==> config.mk <==
export PLATFORM = sky130hd
export DESIGN_NAME = aexm_regf_gen
export DESIGN_NICKNAME = d
export VERILOG_FILES = /design/src/rtl/aexm_regf_gen.sv
export SDC_FILE = /design/constraint.sdc
export NUM_CORES = 2
export LEC_CHECK = 0
export BUFFER_PORTS_ARGS = -buffer_cell sky130_fd_sc_hd__buf_2
export CORE_MARGIN = 5
export CORE_UTILIZATION = 37
export CTS_CLUSTER_DIAMETER = 200
export DETAILED_ROUTE_END_ITERATION = 12
export PLACE_DENSITY_LB_ADDON = 0.25
export RECOVER_POWER = 50
export SKIP_CTS_REPAIR_TIMING = 1
export SLEW_MARGIN = 20
export SYNTH_ARGS = -nofsm -noshare
export SYNTH_HDL_FRONTEND = slang
export SYNTH_SLANG_ARGS = --single-unit
==> constraint.sdc <==
create_clock -name gclk -period 7.98 [get_ports gclk]
set_input_delay 0 -clock gclk [delete_from_list [all_inputs] [get_ports gclk]]
set_output_delay 0 -clock gclk [all_outputs]
set_load 0.01 [all_outputs]
==> src/rtl/aexm_regf_gen.sv <==
// Parametrised aexm register file: three registered read ports with write-first
// bypass, load/store sizing, and a post-reset clearing sweep.
module aexm_regf_gen #(
    parameter int DW         = 32,
    parameter int AW         = 5,
    parameter int SIGNEXT_EN = 1,
    parameter int INIT_SWEEP = 1
) (
    input  logic            gclk,
    input  logic            grst,
    input  logic            d_en,
    input  logic            x_en,
    input  logic [AW-1:0]   ra_addr,
    input  logic [AW-1:0]   rb_addr,
    input  logic [AW-1:0]   rd_addr,
    output logic [DW-1:0]   xREGA,
    output logic [DW-1:0]   xREGB,
    input  logic [AW-1:0]   wb_addr,
    input  logic [1:0]      wb_sel,
    input  logic [DW-1:0]   wb_result,
    input  logic [DW-3:0]   wb_pc,
    input  logic [DW-1:0]   ld_data,
    input  logic [DW/8-1:0] ld_bsel,
    input  logic            ld_signed,
    input  logic [1:0]      st_size,
    output logic [DW-1:0]   st_data,
    output logic            ld_err,
    output logic            init_busy
);
    localparam int NL   = DW / 8;
    localparam int NREG = 2 ** AW;

    typedef enum logic {CLEAR, RUN} state_t;

    state_t        state, state_nxt;
    logic [AW-1:0] cnt;
    logic [DW-1:0] regs [NREG];
    logic [DW-1:0] rLD, rD, sized, shifted, wdata;
    logic [NL-1:0] rSEL;
    logic          we, sbit, fill, found;
    int unsigned   nb, lo;

    // Byte count of a legal lane pattern, 0 when the pattern is illegal.
    function automatic int unsigned sel_bytes(input logic [NL-1:0] s);
        int unsigned n;
        n = 0;
        for (int unsigned i = 0; i < NL; i++)
            if (s == (NL'(1) << i)) n = 1;
        for (int unsigned i = 0; i < NL; i += 2)
            if (s == (NL'(3) << i)) n = 2;
        for (int unsigned i = 0; i < NL; i += 4)
            if (s == (NL'(15) << i)) n = 4;
        if (NL == 8 && s == '1) n = 8;
        return n;
    endfunction

    always_comb begin
        nb      = sel_bytes(rSEL);
        lo      = 0;
        found   = 1'b0;
        sbit    = 1'b0;
        sized   = '0;
        for (int unsigned i = 0; i < NL; i++) begin
            if (rSEL[i] && !found) begin
                lo    = i;
                found = 1'b1;
            end
        end
        shifted = rLD >> (8 * lo);
        for (int unsigned j = 0; j < DW; j++)
            if (nb != 0 && j == 8 * nb - 1) sbit = shifted[j];
        fill = ld_signed && (SIGNEXT_EN != 0) && sbit;
        for (int unsigned j = 0; j < DW; j++)
            sized[j] = (j < 8 * nb) ? shifted[j] : fill;
    end

    always_comb begin
        case (wb_sel)
            2'd0:    wdata = wb_result;
            2'd1:    wdata = sized;
            2'd2:    wdata = {wb_pc, 2'b00};
            default: wdata = '0;
        endcase
        we = (state == RUN) && x_en && (wb_sel != 2'd3) && (wb_addr != '0);
    end

    // Port read value including write-first bypass; R0 and CLEAR read as zero.
    function automatic logic [DW-1:0] rd_port(input logic [AW-1:0] addr);
        if (state == CLEAR || addr == '0) return '0;
        if (we && addr == wb_addr)        return wdata;
        return regs[addr];
    endfunction

    always_comb begin
        state_nxt = state;
        if (state == CLEAR && cnt == AW'(NREG - 1)) state_nxt = RUN;
        init_busy = (state == CLEAR);
    end

    always_ff @(posedge gclk) begin
        if (state == CLEAR) regs[cnt]     <= '0;
        else if (we)        regs[wb_addr] <= wdata;
    end

    always_ff @(posedge gclk or negedge grst) begin
        if (!grst) begin
            state  <= (INIT_SWEEP != 0) ? CLEAR : RUN;
            cnt    <= '0;
            xREGA  <= '0;
            xREGB  <= '0;
            rD     <= '0;
            rLD    <= '0;
            rSEL   <= '0;
            ld_err <= 1'b0;
        end else begin
            state  <= state_nxt;
            if (state == CLEAR) cnt <= cnt + AW'(1);
            rLD    <= ld_data;
            rSEL   <= ld_bsel;
            // Registered alongside rSEL so it flags exactly the cycle rSEL is sized.
            ld_err <= (sel_bytes(ld_bsel) == 0);
            if (d_en) begin
                xREGA <= rd_port(ra_addr);
                xREGB <= rd_port(rb_addr);
                rD    <= rd_port(rd_addr);
            end
        end
    end

    always_comb begin
        case (st_size)
            2'd0:    st_data = {NL{rD[7:0]}};
            2'd1:    st_data = {(NL/2){rD[15:0]}};
            2'd2:    st_data = {(DW/32){rD[31:0]}};
            default: st_data = (DW == 64) ? rD : {(DW/32){rD[31:0]}};
        endcase
    end
endmodule

==> flow_metrics.py <==
metrics = {
    "status": {
        "status": "finished with violations",
        "violations": "capacitance limit, slew limit",
    },
    "power_and_ir_drop": {
        "powerDensity_nw_per_um2": 200,
        "p_leak_nw": 25.5,
        "peakVddDrop_mv": 0.176,
        "power.total_mw": 14.2,
    },
    "critical_path": {
        "crit_top_cell": "nand2_1",
        "crit_family": "buffers and inverters",
        "cp-start-kind": "flip-flop",
        "cp_max_fo": 40,
        "crit_chain": "o2111ai_4 > clkbuf_1 > nand2_1 > nand2_1 > nand2_1 > nor2_1 > buf_4",
        "required_ns": 8.37,
        "critPathKind": "flip-flop to flip-flop",
        "max_stage_delay_ns": 2.31,
        "critical_path_arrival_ns": 6.66,
        "cp_slowest_cell": "clkbuf_1",
        "critPathBufInv": 2,
        "endpoint_kind": "flip-flop",
    },
    "final_layout": {
        "multiInputGateArea_um2": 26600,
        "drive_gt1_share_pct": 33.4,
        "final_util_pct": 42.0,
        "finalNonFillerCells": 6090,
        "final_common_cell": "edfxtp_1",
        "regArea_um2": 34200,
        "postLayoutCellArea_um2": 70900,
        "layout_common_cells": "edfxtp_1, mux4_2, mux2i_1, clkbuf_1, dfrtp_1",
        "fill_cells": 15095,
        "finalNetCount": 3890,
        "areaGrowthSynthToFinish_pct": 13.3,
    },
    "sta": {
        "post-route-period-util_pct": 78.6,
        "setup_viol": 0,
        "worst_pin_slew_ns": 3.35,
        "rsz0062_at_grt": "false",
        "finalHoldViolations": 0,
        "fin_crit_ns": 6.27,
        "fmax_ghz": 0.159,
        "slew_violations": 481,
        "setup_slack_ns": 1.71,
        "fin_skew_ns": 0.0297,
        "fin_hold_ws_ns": 0.00264,
        "setup_tns_ns": 0,
        "relSlewSlack_pct": -123,
    },
    "yosys": {
        "synth_xor_area_share_pct": 0.266,
        "ys_seq_elements": 1163,
        "syn_avg_cell_area_um2": 17.7,
        "ys_warn_count": 0,
        "synthesis.area_um2": 62600,
        "netlist_instances": 3534,
        "yosys.area_share.simple_pct": 2.86,
        "synthMuxAreaShare_pct": 33.9,
        "synth_adder_area_share_pct": 0.0599,
        "synth_compound_area_share_pct": 5.16,
        "yosysUniqueCellTypes": 68,
        "synth_edf_count": 1024,
        "async_flop_share_pct": 12.0,
        "syn_nets": 3664,
        "ys.flop_type": "edfxtp_1",
        "synth_top_family_by_area": "multiplexers",
        "seq_area_frac_synth_pct": 54.7,
    },
    "global_route": {
        "grt_pass1_vias": 39318,
        "use_met1_pct": 32.1,
        "gr-usage-met2_pct": 40.7,
        "busiest_layer": "met2",
        "overflow": 0,
        "grtUsageMet3_pct": 4.83,
        "grt.total_usage_pct": 25.0,
        "grt_max_degree": 119,
        "grt_first_pass_wirelength_mm": 315,
        "grt_antenna_before_repair": 10,
    },
    "floorplanning": {
        "start_util_pct": 37.1,
        "coreArea_um2": 169000,
        "die_w_um": 421,
        "die_h_um": 421,
        "io_pins": 225,
        "rows": 151,
        "die_area_um2": 178000,
    },
    "drt": {
        "detail-route-antenna-nets": 0,
        "vias_per_cell": 6.55,
        "firstDrtPassIters": 5,
        "routed_wl_mm": 228,
        "vias": 39888,
        "drcViolationCount": 0,
        "drt_iter0_drc": 4891,
        "wl_per_cell_um": 37.4,
    },
    "clock_tree": {
        "clock_latency_ns": 0.78,
        "clock-root-buffer": "clkbuf_16",
        "cts.sink_count": 1163,
        "clockBufferDepth": 3,
        "clk_pin_slew_ns": 0.07,
        "cts_tree": "built",
        "cts-buffers-inserted": 121,
        "cts_max_level": 3,
    },
    "placed_design": {
        "place_ws_ns": 3.54,
        "place_inst": 5773,
        "io_buffers": 224,
        "post-dp-hpwl_mm": 144,
        "routabilityCongestion": 0.917,
        "dpl_cell_area_um2": 66400,
    },
    "worst_hold_path": {
        "hp-class": "input port to flip-flop",
    },
    "run": {
        "maxCapViolations": 16,
    },
}
[cell type report]
type / instances / share of cell area, %
clock inverters: 76 / 1.20
inverters: 88 / 0.469
diodes: 6 / 0.0212
well taps: 2218 / 3.91
clock buffers: 153 / 4.61
flip-flops and latches: 1163 / 48.2
repair buffers: 434 / 4.04
multi-input cells: 1952 / 37.5
[worst paths after layout]
path                              startpoint      endpoint  slack, ns  cells past startpoint
worst max register to register         state  regs[31][18]       1.71                      7
min in group asynchronous               grst       rLD[30]       1.60                      4
max in group asynchronous               grst      xREGA[2]       4.13                      5
worst min-delay path            wb_result[9]      xREGA[9]      0.003                      4
worst min register to register     xREGB[15]     xREGB[15]       0.50                      2
worst max-delay path                   state  regs[31][18]       1.71                      7
[per-layer routing]
metal / up-vias / wire, um
li1: 15639 / -
met3: 510 / 20200
met2: 2355 / 109000
met5: - / 31
met1: 21378 / 84100
met4: 6 / 14000
[logic make-up (layout without fill, tap and decap cells)]
kind of cell | after synthesis | after routing
AOI/OAI and AO/OA | 449 | 449
xor gates and xnor gates | 19 | 19
adders and majority gates | 3 | 3
buffers and inverters | 419 | 751
DFF | 1163 | 1163
muxes | 1124 | 1124
other | 0 | 6
and+or+nand+nor | 357 | 357
[power by group]
| part | switching [mW] | total, mW | internal, mW |
|---|---|---|---|
| sequential | 0.114 | 6.81 | 6.69 |
| combinational | 0.957 | 1.49 | 0.530 |
| clock | 2.50 | 5.89 | 3.39 |
[tightest hold or removal path: stages]
cell	delay (ns)
buf_2	0.08
mux2i_1	0.08
o221a_2	0.38
o221ai_1	0.21
[registers in the layout (all words and copies together) (netlist names)]
register  count
rD           32
xREGB        32
cnt           5
rLD          32
rSEL          4
state         1
ld_err        1
xREGA        32
regs       1024
[cell usage after synthesis (all sizes together), types with 9 or more instances]
master,count,share of area (%)
mux2,11,0.20
o22ai,117,1.2
o21ai,63,0.50
nor2b,16,0.16
nand2b,31,0.31
o221ai,72,1.0
edfxtp,1024,49
inv,87,0.53
clkbuf,91,0.55
xor2,14,0.20
a21oi,16,0.13
nor3,35,0.28
nor2,109,0.66
nand3,66,0.53
o31ai,16,0.20
buf,240,2.0
mux2i,317,5.1
mux4,796,29
nand2,57,0.36
nor4,9,0.17
a22oi,110,1.3
dfrtp,139,5.6
Note: power is estimated with default switching activity, not from simulation.
